### src/rtl/id_stage.sv
// RV32I decode stage: register file with write bypass, instruction decode,
// load-use interlock and a registered decoded-instruction output.
module id_stage (
  input  logic        clk,
  input  logic        rst,
  input  logic        in_valid,
  input  logic [31:0] instr,
  input  logic [31:0] pc_in,
  output logic        in_ready,
  input  logic        flush,
  input  logic        wb_en,
  input  logic [4:0]  wb_rd,
  input  logic [31:0] wb_data,
  output logic        out_valid,
  output logic [4:0]  optype,
  output logic [31:0] data1,
  output logic [31:0] data2,
  output logic [31:0] immediate,
  output logic [31:0] offset,
  output logic [31:0] ins_addr,
  output logic [4:0]  rd
);

  localparam logic [4:0] OP_LUI = 5'd1, OP_AUIPC = 5'd2, OP_JAL = 5'd3, OP_JALR = 5'd4;
  localparam logic [4:0] OP_BEQ = 5'd5, OP_LB = 5'd11, OP_LHU = 5'd15, OP_SB = 5'd16;
  localparam logic [4:0] OP_ADD = 5'd19, OP_SUB = 5'd20, OP_SLL = 5'd21, OP_SLT = 5'd22;
  localparam logic [4:0] OP_SLTU = 5'd23, OP_XOR = 5'd24, OP_SRL = 5'd25, OP_SRA = 5'd26;
  localparam logic [4:0] OP_OR = 5'd27, OP_AND = 5'd28, OP_SYS = 5'd29, OP_ILL = 5'd31;

  logic [31:0] rf [32];

  logic [6:0]  opc, f7;
  logic [2:0]  f3;
  logic [4:0]  rs1, rs2, rdf;
  logic [31:0] imm_i, imm_s, imm_b, imm_u, imm_j;
  logic [31:0] rs1_val, rs2_val;

  assign opc = instr[6:0];
  assign f3  = instr[14:12];
  assign f7  = instr[31:25];
  assign rs1 = instr[19:15];
  assign rs2 = instr[24:20];
  assign rdf = instr[11:7];

  assign imm_i = {{20{instr[31]}}, instr[31:20]};
  assign imm_s = {{20{instr[31]}}, instr[31:25], instr[11:7]};
  assign imm_b = {{19{instr[31]}}, instr[31], instr[7], instr[30:25], instr[11:8], 1'b0};
  assign imm_u = {instr[31:12], 12'b0};
  assign imm_j = {{11{instr[31]}}, instr[31], instr[19:12], instr[20], instr[30:21], 1'b0};

  // Register read with same-cycle bypass of the write port; x0 is hardwired zero.
  always_comb begin
    rs1_val = '0;
    rs2_val = '0;
    if (rs1 != 5'd0) rs1_val = (wb_en && wb_rd == rs1) ? wb_data : rf[rs1];
    if (rs2 != 5'd0) rs2_val = (wb_en && wb_rd == rs2) ? wb_data : rf[rs2];
  end

  logic [4:0]  d_op, d_rd;
  logic [31:0] d_d1, d_d2, d_imm, d_off;
  logic        use_rs1, use_rs2;

  // Decode the presented instruction into optype, operands and immediates.
  always_comb begin
    d_op = OP_ILL; d_rd = '0; d_d1 = '0; d_d2 = '0; d_imm = '0; d_off = '0;
    use_rs1 = 1'b0; use_rs2 = 1'b0;
    case (opc)
      7'b0110111: begin d_op = OP_LUI;   d_rd = rdf; d_imm = imm_u; end
      7'b0010111: begin d_op = OP_AUIPC; d_rd = rdf; d_imm = imm_u; end
      7'b1101111: begin d_op = OP_JAL;   d_rd = rdf; d_off = imm_j; end
      7'b1100111: if (f3 == 3'b000) begin
        d_op = OP_JALR; d_rd = rdf; d_imm = imm_i; d_off = imm_i;
        d_d1 = rs1_val; d_d2 = imm_i; use_rs1 = 1'b1;
      end
      7'b1100011: if (f3 != 3'b010 && f3 != 3'b011) begin
        // BEQ BNE _ _ BLT BGE BLTU BGEU -> 5..10
        d_op = (f3[2]) ? (OP_BEQ + 5'd2 + {3'b0, f3[1:0]}) : (OP_BEQ + {4'b0, f3[0]});
        d_off = imm_b; d_d1 = rs1_val; d_d2 = rs2_val;
        use_rs1 = 1'b1; use_rs2 = 1'b1;
      end
      7'b0000011: if (f3 != 3'b011 && f3 < 3'b110) begin
        // LB LH LW _ LBU LHU -> 11..15
        d_op = (f3[2]) ? (OP_LB + 5'd3 + {4'b0, f3[0]}) : (OP_LB + {3'b0, f3[1:0]});
        d_rd = rdf; d_imm = imm_i; d_d1 = rs1_val; d_d2 = imm_i; use_rs1 = 1'b1;
      end
      7'b0100011: if (f3 < 3'b011) begin
        // Store: data1 carries the value to store, data2 the base address.
        d_op = OP_SB + {3'b0, f3[1:0]};
        d_imm = imm_s; d_d1 = rs2_val; d_d2 = rs1_val;
        use_rs1 = 1'b1; use_rs2 = 1'b1;
      end
      7'b0010011: begin
        d_rd = rdf; d_imm = imm_i; use_rs1 = 1'b1;
        case (f3)
          3'b000: d_op = OP_ADD;
          3'b010: d_op = OP_SLT;
          3'b011: d_op = OP_SLTU;
          3'b100: d_op = OP_XOR;
          3'b110: d_op = OP_OR;
          3'b111: d_op = OP_AND;
          3'b001: d_op = (f7 == 7'b0000000) ? OP_SLL : OP_ILL;
          default: d_op = (f7 == 7'b0000000) ? OP_SRL : (f7 == 7'b0100000) ? OP_SRA : OP_ILL;
        endcase
        if (f3 == 3'b001 || f3 == 3'b101) d_imm = {27'b0, instr[24:20]};
        if (d_op == OP_ILL) begin d_rd = '0; d_imm = '0; use_rs1 = 1'b0; end
        else begin d_d1 = rs1_val; d_d2 = d_imm; end
      end
      7'b0110011: begin
        if (f7 == 7'b0000000) begin
          case (f3)
            3'b000: d_op = OP_ADD;
            3'b001: d_op = OP_SLL;
            3'b010: d_op = OP_SLT;
            3'b011: d_op = OP_SLTU;
            3'b100: d_op = OP_XOR;
            3'b101: d_op = OP_SRL;
            3'b110: d_op = OP_OR;
            default: d_op = OP_AND;
          endcase
        end else if (f7 == 7'b0100000 && f3 == 3'b000) d_op = OP_SUB;
        else if (f7 == 7'b0100000 && f3 == 3'b101) d_op = OP_SRA;
        if (d_op != OP_ILL) begin
          d_rd = rdf; d_d1 = rs1_val; d_d2 = rs2_val;
          use_rs1 = 1'b1; use_rs2 = 1'b1;
        end
      end
      7'b0001111, 7'b1110011: d_op = OP_SYS;
      default: d_op = OP_ILL;
    endcase
  end

  logic out_is_load, stall;

  // Load-use interlock against the load currently held in the output register.
  always_comb begin
    out_is_load = out_valid && (optype >= OP_LB) && (optype <= OP_LHU) && (rd != 5'd0);
    stall = in_valid && out_is_load &&
            ((use_rs1 && rs1 == rd) || (use_rs2 && rs2 == rd));
    in_ready = flush || !stall;
  end

  // Register file write port; keeps writing through flush and stall.
  always_ff @(posedge clk) begin
    if (rst) begin
      for (int i = 0; i < 32; i++) rf[i] <= '0;
    end else if (wb_en && wb_rd != 5'd0) begin
      rf[wb_rd] <= wb_data;
    end
  end

  // Output register: reset > flush > stall/no input (bubble) > issue.
  always_ff @(posedge clk) begin
    if (rst || flush || !in_valid || stall) begin
      out_valid <= 1'b0; optype <= '0; data1 <= '0; data2 <= '0;
      immediate <= '0; offset <= '0; ins_addr <= '0; rd <= '0;
    end else begin
      out_valid <= 1'b1; optype <= d_op; data1 <= d_d1; data2 <= d_d2;
      immediate <= d_imm; offset <= d_off; ins_addr <= pc_in; rd <= d_rd;
    end
  end

endmodule

### config.mk
export PLATFORM = sky130hd
export DESIGN_NAME = id_stage
export DESIGN_NICKNAME = d
export VERILOG_FILES = /design/src/rtl/id_stage.sv
export SDC_FILE = /design/constraint.sdc
export NUM_CORES = 2
export LEC_CHECK = 0
export ABC_AREA = 1
export BUFFER_PORTS_ARGS = -buffer_cell sky130_fd_sc_hd__buf_4
export CELL_PAD_IN_SITES_DETAIL_PLACEMENT = 0
export CELL_PAD_IN_SITES_GLOBAL_PLACEMENT = 1
export CORE_MARGIN = 5
export CORE_UTILIZATION = 49
export CTS_BUF_LIST = sky130_fd_sc_hd__clkbuf_2 sky130_fd_sc_hd__clkbuf_4 sky130_fd_sc_hd__clkbuf_8
export DETAILED_ROUTE_END_ITERATION = 8
export PLACE_DENSITY = 0.8
export SLEW_MARGIN = 20
export SYNTH_ARGS = -nofsm -noshare
export SYNTH_HDL_FRONTEND = slang
export SYNTH_SLANG_ARGS = --single-unit
### constraint.sdc
create_clock -name clk -period 3.8 [get_ports clk]
set_input_delay 0.57 -clock clk [delete_from_list [all_inputs] [get_ports clk]]
set_output_delay 0.57 -clock clk [all_outputs]
set_load 0.03 [all_outputs]
## Yosys cells after proc, flatten, opt, wreduce, memory -nomap -nowiden

Memories as Yosys holds them, arrays and structs flattened.
Index checks and enable logic that the tools add are counted.

| storage, ports and cells | value |
|---|---|
| register bits after elaboration | 171 |
| latch bits | 0 |
| RAM bits | 1024 |
| memory bits (read-only) | 0 |
| input bits | 106 |
| output and inout bits | 172 |
| word-level logic and storage cells | 139 |
| memories | 1 |

| cells by class | value |
|---|---|
| $add $sub $neg | 5 |
| multipliers | 0 |
| divide/modulo/power cells | 0 |
| order comparisons | 4 |
| equal/unequal tests | 27 |
| shift operators | 0 |
| multiplexer cells | 62 |
| bitwise logic cells | 0 |
| reductions and logical operators | 32 |

Memory list:

| memory | depth | bits a word | read ports | clocked after Yosys merged registers in | write ports | line | text |
|---|---|---|---|---|---|---|---|
| rf | 32 | 32 | 2 | 0 | 32 | 30 | `logic [31:0] rf [32];` |

Operator list:

| cell | count |
|---|---|
| 32-bit 2-to-1 mux | 20 |
| 32-bit case mux with 6 select lines | 2 |
| 32-bit case mux with 5 select lines | 1 |
| 32-bit case mux with 3 select lines | 1 |
| 5-bit 2-to-1 mux | 13 |
| 4-bit case mux with 7 select lines | 2 |
| 5-bit case mux with 10 select lines | 1 |
| 32-bit OR reduction | 1 |
| 7-bit by 6-bit == test with 1-bit output (second input constant) | 4 |
| 7-bit == test (second input constant) | 4 |
| 5-bit case mux with 5 select lines | 1 |
| 5-bit == test | 4 |
| 5-bit nonzero test | 4 |
| 7-bit by 5-bit == test with 1-bit output (second input constant) | 2 |
| 1-bit logical AND | 14 |
| 1-bit 2-to-1 mux | 13 |
| 3-bit == test (second input constant) | 4 |
| 4-bit 2-to-1 mux | 3 |
| 3-bit 2-to-1 mux | 3 |
| 7-bit by 2-bit == test with 1-bit output (second input constant) | 1 |
| 7-bit by 4-bit == test with 1-bit output (second input constant) | 1 |
| 7-bit logical NOT | 1 |
| 3-bit by 2-bit == test with 1-bit output (second input constant) | 2 |
| 1-bit logical OR | 6 |
| other kinds (19) | 22 |

## Depth between registers and ports, before layout

| logic depth | value |
|---|---|
| depth in word-level cells | 14 |
| depth in mapped cells | 19 |

## Worst setup path before layout

Ideal clock, no wire load.

| timing path | value |
|---|---|
| path type | input-to-reg |
| start point | in wb_rd[1] |
| end point | mem rf[17][0], enable pin |
| setup time | 0.389 ns |
| data arrival time | 2.623 ns |
| required time | 3.411 ns |
| slack | 0.788 ns |
| cell stages on the path | 8 |
| path buffers | 2 |
| cells stage by stage | clkbuf_1 nor2_1 nand2_1 nand2_1 nor3_1 nand2_1 clkbuf_1 nand2_1 |

RTL lines:

| element | line | text |
|---|---|---|
| start, declared | 12 | `input logic [4:0] wb_rd,` |
| end, declared | 30 |  |

## Worst setup path after layout

| timing path | value |
|---|---|
| start point | in instr[14] |
| end point | out in_ready |

| between the ends | value |
|---|---|
| cells in the longest elaborated chain, start to end | 14 |
| elaborated cells on any way between the ends | 39 |

Ends and longest elaborated chain:

| element | line | text |
|---|---|---|
| start, declared | 7 | `input logic [31:0] instr,` |
| 3-bit == test | 110, 121 |  |
| 1-bit logical AND | 121 | `else if (f7 == 7'b0100000 && f3 == 3'b101) d_op = OP_SRA;` |
| 3-bit 2-to-1 mux | 121 |  |
| 4-bit 2-to-1 mux | 120 | `end else if (f7 == 7'b0100000 && f3 == 3'b000) d_op = OP_SUB;` |
| 5-bit 2-to-1 mux | 109 | `if (f7 == 7'b0000000) begin` |
| 5-bit 2-to-1 mux | 67 | `case (opc)` |
| 5-bit inequality test | 122 | `if (d_op != OP_ILL) begin` |
| 1-bit 2-to-1 mux | 122 |  |
| 1-bit case mux with 6 select lines / 1-bit case mux with 3 select lines (equally long branches) | 67 |  |
| 1-bit logical AND | 138 | `((use_rs1 && rs1 == rd) \|\| (use_rs2 && rs2 == rd));` |
| 1-bit logical OR (*) | 138 |  |
| 1-bit logical AND (*) | 137 | `stall = in_valid && out_is_load &&` |
| 1-bit logical NOT (*) | 139 | `in_ready = flush \|\| !stall;` |
| 1-bit logical OR (*) | 139 |  |
| end, declared | 9 | `output logic in_ready,` |

Every way passes the cells marked *; elsewhere a longest branch is shown, timed or not. The select of a mux whose other input is x is not followed.

==> metrics <==
Placed Area 67180 µm²; number of port buffers 277; Synth top area share 49.14%; Syn-to-layout area delta 14.46%; Syn Inst Count 7524; power share of the sequential group 48.9%; GRT Util Overall 37.84%; final setup margin 188.2 ps; Post-DP HPWL 163900 µm; Internal 21.70 mW; clk root buf clkbuf_8; area leader, netlist edfxtp_1; GR Overflow Total 0; vias per cell 6.175; Die Width 367.3 µm; WS Path Type primary input to output pin; clock sink total 1184; Worst EP arrival 3040 ps; Final Cell Area 71620 µm²; WL per Instance 27.64 µm; Async S/R FF share, synth 0%; fillers 11.59k; drc violations 0; total negative setup slack 0 ps; CTS Buffer Depth 3; Die Ht 367.3 µm; latest clock arrival within the worst-skew pair 970 ps; count leader, synth nor2_1; FF+latch count, synth 1184; library cells used by synthesis 42; CTS tree built; Hold Fails Final Rpt 0; Post-synth top flop edfxtp_1; Mapped Avg Cell Area 8.316 µm²; first-pass GRT wire length 375200 µm; status complete, no violations; pre-CTS WS 288.5 ps; DR vias 58.80k; Combinational Power Share 13.8%; number of max-cap violations 0; fin crit share 95.05%; largest net degree at the start of global routing 142; Pwr Density 427.8 nW/µm²; vias in the first global route 54.40k; f_max 276.9 MHz; Hold WS 96.35 ps; Synth warnings 0; P_leak 29.03 nW; initial antenna violation count 11; DRT Pass-1 Iters 7; Clk pwr share 37.3%; clock skew 43.68 ps; CTS H-tree lvls 4; RD Place Congestion 0.9694; Reg clk slew, reported paths 60 ps; Seq/Total Area, Yosys 54.26%; Synth Cell Area 62570 µm²; Routed Antenna Nets 0; RSZ-0062 raised after global routing no; final setup fails 0; Post-synth top cells 1431 x nor2_1, 1106 x nand2_1, 1024 x edfxtp_1, 754 x o21ai_0, 601 x inv_1; max-slew violations 0; Post-CTS Setup Inserts 0; TritonCTS Buffers 204; Core Region 127200 µm²; WP data required 3230 ps; CP Max Fanout 15; Initial Util 49.19%; Final nets 7804; total wire length 263200 µm; Rel. slew slack 26.19%; I/O pin total 278; final core occ 56.31%; crit path launch type primary input; Tot Pwr 30.64 mW; Net Sw Frac 29.17%; fin cells 9522; Synth area leaders edfxtp_1 49%, nor2_1 8.6%, nand2_1 6.6%, o21ai_0 6.0%, dfxtp_1 5.1%; Worst Hold Class primary input to flop; fraction of layout cells with a size suffix above 1 12.68%; 1st-iter DRT viols 9417; row cnt 131; CP Capture Type output pin; Psw 8.936 mW; Post-synth EDFFs 1024; min Tclk post-route 3612 ps; Worst-Margin Slew 1100 ps; Max VDD drop 0.0004024 V; placed insts 9096; die area 134900 µm²
final timing paths:
path	from	to	slack, ps	cells after the start
worst max-delay path	instr[14]	in_ready	190	17
worst min-delay path	wb_data[12]	data1[12]	100	7
worst max register to register	rd[3]	data2[9]	1100	11
worst min register to register	out_valid	out_valid	900	5
timing repair:
| item | CTS | global route |
|---|---|---|
| setup endpoints to repair | 0 | 1 |
| hold buffers | 51 | 0 |
| gates resized for setup | 0 | 2 |
| hold endpoints to repair | 67 | 0 |
critical path, stage by stage:
cell and delay, ps:
dlygate4sd3_1 530, buf_4 220, inv_2 140, nand2_1 140, nand2_1 100, nor2_2 130, nand2_1 70, nand2_1 60
nand2_1 60, nand2_1 120, o21bai_4 100, nand2_2 70, nand2_1 50, nand2_1 100, nand2_2 110, or2_2 300
buf_4 170
cells in the final DEF (no fill, tap or decap), drive strengths merged, types with 2 or more instances in the layout:
cell         instances
a211oi               2
a21boi               3
a21oi              527
a22oi                7
and2                 2
buf                564
clkbuf             278
clkinv              85
clkinvlp             5
conb                32
dfxtp              160
diode                7
dlygate4sd3         51
edfxtp            1024
ha                   7
inv                612
nand2             1112
nand3              511
nand3b              11
nand4              112
nor2              1434
nor3                50
nor4                 2
o211a               17
o211ai             380
o21ai              754
o22ai               62
o31ai                2
or2                 31
xnor2                5
xor2                 6
metal layers:
layer | share of wire (%) | GRT usage (%)
met5 | 0.051 | 0.6410
met3 | 15 | 12.01
met1 | 37 | 49.69
met2 | 43 | 56.27
met4 | 5.8 | 19.68
logic make-up after synthesis:
family,Yosys count,share of synthesized area [%]
other,1,0.005993
buffers and inverters,1297,8.077
flip-flops,1184,54.26
XOR/XNOR,11,0.1540
adder cells (fa/ha/maj),7,0.1400
AND/OR/NAND/NOR,3266,21.42
AO/OA/AOI/OAI,1757,15.92
multiplexers,1,0.01600
registers in the layout, indices dropped and copies added, names as in the netlist:
signal	flops
rf	1024
data1	32
data2	32
immediate	32
ins_addr	32
offset	21
optype	5
rd	5
out_valid	1
power by group through the flow:
stage          Clock (mW)  Combinational (mW)  Sequential [mW]
4_1_cts              11.5                4.08             15.0
3_3_place_gp            0                3.99             15.2
3_5_place_dp            0                4.02             15.2
2_1_floorplan           0                2.24             15.2
6_report             11.4                4.24             15.0
5_1_grt              12.1                4.47             15.0
layout make-up:
type	count	area [µm²]	share of cell area, %
Antenna cell	7	17.52	0.02446
Inverter	612	2307	3.222
Multi-Input combinational cell	5074	23870	33.33
Clock inverter	90	479.2	0.6691
Timing Repair Buffer	615	5488	7.663
Sequential cell	1184	33950	47.41
Tap cell	1662	2079	2.904
Clock buffer	278	3426	4.784
Power figures use the tool's default switching activity.
